<file path="src/rtl/mem_port_arbiter_pkg.sv">
// Shared types for the unified-memory port arbiter: FSM state, access owner
// and the width of the latency/starvation counters.
package mem_arb_pkg;

    typedef enum logic {
        IDLE = 1'b0,
        WAIT = 1'b1
    } arb_state_t;

    typedef enum logic [1:0] {
        OWN_NONE = 2'd0,
        OWN_IF   = 2'd1,
        OWN_D    = 2'd2
    } owner_t;

    localparam int LAT_W = 4;

endpackage

</file>
<file path="src/rtl/mem_port_arbiter_if.sv">
// Bundle of the fetch requester, load/store requester and unified-memory
// signals. The arbiter takes the slave view; requesters and RAM take the master view.
interface mem_port_arbiter_if #(
    parameter int ADDR_WIDTH = 32,
    parameter int DATA_WIDTH = 32
);
    logic                    if_req;
    logic [ADDR_WIDTH-1:0]   if_addr;
    logic                    if_gnt;
    logic                    if_rvalid;
    logic [DATA_WIDTH-1:0]   if_rdata;

    logic                    d_req;
    logic                    d_we;
    logic [ADDR_WIDTH-1:0]   d_addr;
    logic [DATA_WIDTH-1:0]   d_wdata;
    logic [DATA_WIDTH/8-1:0] d_wstrb;
    logic                    d_gnt;
    logic                    d_rvalid;
    logic [DATA_WIDTH-1:0]   d_rdata;

    logic                    mem_req;
    logic                    mem_we;
    logic [ADDR_WIDTH-1:0]   mem_addr;
    logic [DATA_WIDTH-1:0]   mem_wdata;
    logic [DATA_WIDTH/8-1:0] mem_wstrb;
    logic [DATA_WIDTH-1:0]   mem_rdata;

    modport slave (
        input  if_req, if_addr,
        output if_gnt, if_rvalid, if_rdata,
        input  d_req, d_we, d_addr, d_wdata, d_wstrb,
        output d_gnt, d_rvalid, d_rdata,
        output mem_req, mem_we, mem_addr, mem_wdata, mem_wstrb,
        input  mem_rdata
    );

    modport master (
        output if_req, if_addr,
        input  if_gnt, if_rvalid, if_rdata,
        output d_req, d_we, d_addr, d_wdata, d_wstrb,
        input  d_gnt, d_rvalid, d_rdata,
        input  mem_req, mem_we, mem_addr, mem_wdata, mem_wstrb,
        output mem_rdata
    );

endinterface

</file>
<file path="src/rtl/mem_port_arbiter_lat.sv">
// Tracks the single outstanding memory access: who owns it, whether it is a
// store, and when the fixed-latency response arrives.
module arb_latency_tracker
    import mem_arb_pkg::*;
#(
    parameter int MEM_LATENCY = 2
) (
    input  logic       clk,
    input  logic       rst,
    input  logic       grant,
    input  owner_t     grant_owner,
    input  logic       grant_store,
    output arb_state_t state,
    output owner_t     owner,
    output logic       is_store,
    output logic       done
);

    localparam logic [LAT_W-1:0] LAT_LAST = LAT_W'(MEM_LATENCY - 1);

    logic [LAT_W-1:0] lat_cnt;

    assign done = (state == WAIT) && (lat_cnt == LAT_LAST);

    always_ff @(posedge clk or negedge rst) begin
        if (!rst) begin
            state    <= IDLE;
            owner    <= OWN_NONE;
            is_store <= 1'b0;
            lat_cnt  <= '0;
        end else if (grant) begin
            // a grant on the completion cycle restarts the count for the next access
            state    <= WAIT;
            owner    <= grant_owner;
            is_store <= grant_store;
            lat_cnt  <= '0;
        end else if (state == WAIT) begin
            if (done) begin
                state   <= IDLE;
                owner   <= OWN_NONE;
                lat_cnt <= '0;
            end else begin
                lat_cnt <= lat_cnt + 1'b1;
            end
        end
    end

endmodule

</file>
<file path="src/rtl/mem_port_arbiter.sv">
// Shares one fixed-latency single-port RAM between instruction fetch and
// load/store; D has priority, IF is forced after STARVE_LIMIT consecutive losses.
module mem_port_arbiter
    import mem_arb_pkg::*;
#(
    parameter int ADDR_WIDTH   = 32,
    parameter int DATA_WIDTH   = 32,
    parameter int MEM_LATENCY  = 2,
    parameter int STARVE_LIMIT = 4
) (
    input  logic              clk,
    input  logic              rst,
    mem_port_arbiter_if.slave bus
);

    localparam logic [LAT_W-1:0] STARVE_MAX = LAT_W'(STARVE_LIMIT);

    arb_state_t       state;
    owner_t           owner;
    logic             is_store;
    logic             done;
    logic [LAT_W-1:0] starve_cnt;
    logic             eligible;
    logic             if_win;
    logic             d_win;
    owner_t           grant_owner;

    // Grants are suppressed while reset is asserted so every output reads zero.
    always_comb begin
        eligible    = rst && ((state == IDLE) || done);
        if_win      = eligible && bus.if_req && (!bus.d_req || (starve_cnt == STARVE_MAX));
        d_win       = eligible && bus.d_req && !if_win;
        grant_owner = d_win ? OWN_D : (if_win ? OWN_IF : OWN_NONE);
    end

    always_comb begin
        bus.if_gnt    = if_win;
        bus.d_gnt     = d_win;
        bus.mem_req   = if_win || d_win;
        bus.mem_we    = 1'b0;
        bus.mem_addr  = '0;
        bus.mem_wdata = '0;
        bus.mem_wstrb = '0;
        if (d_win) begin
            bus.mem_we    = bus.d_we;
            bus.mem_addr  = bus.d_addr;
            bus.mem_wdata = bus.d_wdata;
            bus.mem_wstrb = bus.d_we ? bus.d_wstrb : '0;
        end else if (if_win) begin
            bus.mem_addr  = bus.if_addr;
        end
    end

    always_comb begin
        bus.if_rvalid = done && (owner == OWN_IF);
        bus.d_rvalid  = done && (owner == OWN_D);
        bus.if_rdata  = bus.if_rvalid ? bus.mem_rdata : '0;
        bus.d_rdata   = (bus.d_rvalid && !is_store) ? bus.mem_rdata : '0;
    end

    // Counts D wins that IF had to sit through; any break in IF waiting clears it.
    always_ff @(posedge clk or negedge rst) begin
        if (!rst) begin
            starve_cnt <= '0;
        end else if (if_win) begin
            starve_cnt <= '0;
        end else if (d_win) begin
            if (!bus.if_req)
                starve_cnt <= '0;
            else if (starve_cnt != STARVE_MAX)
                starve_cnt <= starve_cnt + 1'b1;
        end
    end

    arb_latency_tracker #(
        .MEM_LATENCY (MEM_LATENCY)
    ) u_lat (
        .clk         (clk),
        .rst         (rst),
        .grant       (if_win || d_win),
        .grant_owner (grant_owner),
        .grant_store (d_win && bus.d_we),
        .state       (state),
        .owner       (owner),
        .is_store    (is_store),
        .done        (done)
    );

endmodule

</file>
<file path="src/flat_wrapper.sv">
// flat-port wrapper written by rule: the top's interface ports become plain ports
module mem_port_arbiter_flat import mem_arb_pkg::*;
#(
    parameter int ADDR_WIDTH   = 32,
    parameter int DATA_WIDTH   = 32,
    parameter int MEM_LATENCY  = 2,
    parameter int STARVE_LIMIT = 4
)
  (clk, rst, bus_if_req, bus_if_addr, bus_if_gnt, bus_if_rvalid, bus_if_rdata, bus_d_req, bus_d_we, bus_d_addr, bus_d_wdata, bus_d_wstrb, bus_d_gnt, bus_d_rvalid, bus_d_rdata, bus_mem_req, bus_mem_we, bus_mem_addr, bus_mem_wdata, bus_mem_wstrb, bus_mem_rdata);
  mem_port_arbiter_if #(.ADDR_WIDTH(ADDR_WIDTH), .DATA_WIDTH(DATA_WIDTH)) bus_i ();
  input  logic clk;
  input  logic rst;
  input wire logic [$bits(bus_i.if_req)-1:0] bus_if_req;
  input wire logic [$bits(bus_i.if_addr)-1:0] bus_if_addr;
  output wire logic [$bits(bus_i.if_gnt)-1:0] bus_if_gnt;
  output wire logic [$bits(bus_i.if_rvalid)-1:0] bus_if_rvalid;
  output wire logic [$bits(bus_i.if_rdata)-1:0] bus_if_rdata;
  input wire logic [$bits(bus_i.d_req)-1:0] bus_d_req;
  input wire logic [$bits(bus_i.d_we)-1:0] bus_d_we;
  input wire logic [$bits(bus_i.d_addr)-1:0] bus_d_addr;
  input wire logic [$bits(bus_i.d_wdata)-1:0] bus_d_wdata;
  input wire logic [$bits(bus_i.d_wstrb)-1:0] bus_d_wstrb;
  output wire logic [$bits(bus_i.d_gnt)-1:0] bus_d_gnt;
  output wire logic [$bits(bus_i.d_rvalid)-1:0] bus_d_rvalid;
  output wire logic [$bits(bus_i.d_rdata)-1:0] bus_d_rdata;
  output wire logic [$bits(bus_i.mem_req)-1:0] bus_mem_req;
  output wire logic [$bits(bus_i.mem_we)-1:0] bus_mem_we;
  output wire logic [$bits(bus_i.mem_addr)-1:0] bus_mem_addr;
  output wire logic [$bits(bus_i.mem_wdata)-1:0] bus_mem_wdata;
  output wire logic [$bits(bus_i.mem_wstrb)-1:0] bus_mem_wstrb;
  input wire logic [$bits(bus_i.mem_rdata)-1:0] bus_mem_rdata;
  assign bus_i.if_req = bus_if_req;
  assign bus_i.if_addr = bus_if_addr;
  assign bus_if_gnt = bus_i.if_gnt;
  assign bus_if_rvalid = bus_i.if_rvalid;
  assign bus_if_rdata = bus_i.if_rdata;
  assign bus_i.d_req = bus_d_req;
  assign bus_i.d_we = bus_d_we;
  assign bus_i.d_addr = bus_d_addr;
  assign bus_i.d_wdata = bus_d_wdata;
  assign bus_i.d_wstrb = bus_d_wstrb;
  assign bus_d_gnt = bus_i.d_gnt;
  assign bus_d_rvalid = bus_i.d_rvalid;
  assign bus_d_rdata = bus_i.d_rdata;
  assign bus_mem_req = bus_i.mem_req;
  assign bus_mem_we = bus_i.mem_we;
  assign bus_mem_addr = bus_i.mem_addr;
  assign bus_mem_wdata = bus_i.mem_wdata;
  assign bus_mem_wstrb = bus_i.mem_wstrb;
  assign bus_i.mem_rdata = bus_mem_rdata;
  mem_port_arbiter #(.ADDR_WIDTH(ADDR_WIDTH), .DATA_WIDTH(DATA_WIDTH), .MEM_LATENCY(MEM_LATENCY), .STARVE_LIMIT(STARVE_LIMIT)) u_core (.clk(clk), .rst(rst), .bus(bus_i));
endmodule
</file>
<file path="config.mk">
export PLATFORM = sky130hd
export DESIGN_NAME = mem_port_arbiter_flat
export DESIGN_NICKNAME = d
export VERILOG_FILES = /design/src/rtl/mem_port_arbiter_pkg.sv /design/src/rtl/mem_port_arbiter_if.sv /design/src/rtl/mem_port_arbiter_lat.sv /design/src/rtl/mem_port_arbiter.sv /design/src/flat_wrapper.sv
export SDC_FILE = /design/constraint.sdc
export NUM_CORES = 1
export LEC_CHECK = 0
export CORE_AREA = 2 2 107 109
export CTS_CLUSTER_DIAMETER = 200
export CTS_CLUSTER_SIZE = 30
export DETAILED_ROUTE_END_ITERATION = 10
export DIE_AREA = 0 0 109 111
export SETUP_SLACK_MARGIN = 0.3
export SYNTH_ARGS = -nofsm -noshare
export SYNTH_HDL_FRONTEND = slang
export SYNTH_SLANG_ARGS = --single-unit
export TNS_END_PERCENT = 100
</file>
<file path="constraint.sdc">
create_clock -name clk -period 4.3 [get_ports clk]
set_clock_uncertainty 0.05 [all_clocks]
set_input_delay 1.075 -clock clk [delete_from_list [all_inputs] [get_ports clk]]
set_output_delay 1.075 -clock clk [all_outputs]
set_load 0.005 [all_outputs]
</file>
==> flow_metrics.tcl <==
set metrics [dict create \
    ys.flop_type "dfrtp_1" \
    overflow 0 \
    ir_drop_mv 0.146 \
    crit_path_start_kind "input pin" \
    initial_core_util_pct 19.0 \
    critPathRequiredTime_ns 3.17 \
    synth_top_family_by_area "simple AND/OR/NAND/NOR gates" \
    synth_edf_count 0 \
    arrival_ns 2.78 \
    place_inst 696 \
    fill_cells 1111 \
    coreArea_mm2 0.0111 \
    clk_pin_slew_worst_paths_ns 0.04 \
    synth_top_area_cell "and2_1" \
    tightest_slew_ns 0.377 \
    final_common_cell "clkdlybuf4s50_1" \
    ctsLongestPathBuffers 2 \
    setup_violations 0 \
    whs_ns 0.519 \
    root_buffer "clkbuf_16" \
    die_h_um 111 \
    p_leak_nw 1.94 \
    place.gp.congestion 0.750 \
    worstPathMaxFanout 21 \
    yosys.area_share.simple_pct 49.0 \
    total_power_w 0.00140 \
    r2r_slack_ns 2.44 \
    cts_setup_buffers 0 \
    grt_pass1_wl_um 15600 \
    hpwlAfterDp_um 8540 \
    htreeDepth 1 \
    cts.sinks 12 \
    ff_latch_area_um2 300 \
    finalWirelength_um 10500 \
    grt_util_all_layers_pct 15.8 \
    nets 700 \
    place_ws_ns 0.306 \
    synth_nets 436 \
    postRouteAntennaNets 0 \
    area_growth_pct 144 \
    clock_latency_ns 0.24 \
    hold_viol 0 \
    syn_inst 295 \
    tns_ns 0 \
    dieWidth_um 109 \
    numCtsBuffers 3 \
    synth.area.top_cells "and2_1 23%, dfrtp_1 14%, o211ai_1 12%" \
    synth_top_area_share_pct 22.5 \
    num_antenna_cells 0 \
    p_per_area_mw_per_mm2 271 \
    r2r_cells 6 \
    min_from "u_core.u_lat.is_store" \
    fin_crit_ns 3.90 \
    min_to "u_core.u_lat.is_store" \
    multi_input_area_mm2 0.00165 \
    synth_fa_ha_area_share_pct 2.37 \
    synth.yosys.warnings 0 \
    syn_area_per_cell_um2 7.15 \
    io_pins 275 \
    wl_per_cell_um 15.1 \
    slew-limit-headroom_pct 74.8 \
    drtIter0Drc 188 \
    portBuffers 274 \
    antenna_found_initial 0 \
    cts_tree "done" \
    reg2reg_from "u_core.u_lat.lat_cnt[1]" \
    ys_types 40 \
    hold_path.class "reg -> reg" \
    setup_ws_ns 0.400 \
    fin_crit_sh_pct 90.7 \
    dieArea_mm2 0.0121 \
    placementRows 39 \
    layout.cells.non_filler 700 \
    routed_via_density 4.52 \
    ys_ff_latch 12 \
    synthMuxAreaShare_pct 0.534 \
    drive_gt1_share_pct 9.34 \
    end_kind "output pin" \
    grt_max_degree 42 \
    yosysSeqAreaShare_pct 14.2 \
    grt_pass1_vias 3158 \
    syn_area_mm2 0.00211 \
    status "completed" \
    via_count 3164 \
    async_flop_share_pct 100 \
    path_class "in -> out" \
    max-cap-violations 0 \
    regToRegEndpoint "u_core.starve_cnt[3]" \
    final_cell_mix "272 x clkdlybuf4s50_1, 76 x and2_1, 35 x nand3_1, 34 x o211ai_1, 34 x a21oi_1" \
    synth-xor-area-share_pct 0.830 \
    drc_errors 0 \
    synth-compound-area-share_pct 25.1 \
    max_freq_ghz 0.256 \
    rsz0062_at_grt "no" \
    hold_depth 1 \
    slew_viol_final 0 \
    first_pass_iters 4 \
    cts_hold_buf 0 \
]
-- flip-flops by register name (all words and copies together), names as in the netlist --
name	cells
u_core.u_lat.lat_cnt	4
u_core.starve_cnt	4
u_core.u_lat.is_store	1
u_core.u_lat.state	1
u_core.u_lat.owner	2
-- area by class of cell --
| type | instances | share of cell area (%) |
|---|---|---|
| flip-flops and latches | 12 | 5.84 |
| repair buffers | 290 | 56.7 |
| clock buffers | 3 | 1.46 |
| well taps | 143 | 3.48 |
| inverters | 7 | 0.511 |
| multi-input cells | 245 | 32.0 |
-- power by group --
part           switching [W]  internal [W]  total, W
logic               0.000410      0.000587  0.000996
clock network      0.0000466      0.000121  0.000168
registers          0.0000686      0.000162  0.000231
-- worst max-delay path by stage --
stage	to	depth (start not counted)	slack (ns)	start
after floorplan	bus_mem_wdata[10]	4	1.21	bus_d_req
after global placement	bus_mem_addr[9]	6	0.30	bus_if_req
after detailed placement	bus_mem_addr[9]	6	0.31	bus_if_req
after CTS	bus_mem_addr[1]	6	0.31	bus_if_req
after global routing	bus_mem_wstrb[2]	5	0.34	rst
final	bus_mem_wstrb[1]	5	0.40	rst
-- metrics by stage --
step | util (%) | area, um^2
after floorplan | - | 2110
after global placement | 45.4 | 5030
after detailed placement | 45.4 | 5030
after CTS | 46.1 | 5110
after global routing | 46.5 | 5150
final | 46.5 | 5150
-- cells by family (layout without fill, tap and decap cells) --
kind of cell               after synthesis  count (layout)
AOI/OAI and AO/OA                       79              79
xor gates and xnor gates                 2               2
adders and majority gates                4               4
buffers and inverters                   38             300
DFF                                     12              12
muxes                                    1               1
and+or+nand+nor                        159             159
-- critical path, cell delays in order --
cell             delay, ns
clkdlybuf4s50_1       0.57
o2111a_2              0.30
buf_12                0.15
and3_1                0.16
clkdlybuf4s50_1       0.51
-- metal layers --
metal	routed length, um	GRT usage [%]	part of all wire (%)
met1	3660	15.6	35
met2	5550	31.4	53
met3	1210	4.64	12
met4	114	3.08	1.1
met5	0	0	0
-- synth_stat cells, drive strengths merged (2+ instances only) --
| cell type | count |
|---|---|
| and2 | 97 |
| nand3 | 35 |
| a21oi | 34 |
| o211ai | 34 |
| clkbuf | 22 |
| dfrtp | 12 |
| buf | 9 |
| inv | 7 |
| and3 | 5 |
| nand2 | 5 |
| ha | 4 |
| nor3b | 4 |
| o21ai | 4 |
| nor2 | 3 |
| a221o | 2 |
| a22o | 2 |
| nor4b | 2 |
-- timing repair --
item / 4_1_cts / 5_1_grt
endpoints found under the setup margin: 0 / 34
gates resized for setup: 0 / 5
hold endpoints to repair: 0 / 0
No activity file was read; power rests on OpenSTA's default activity.
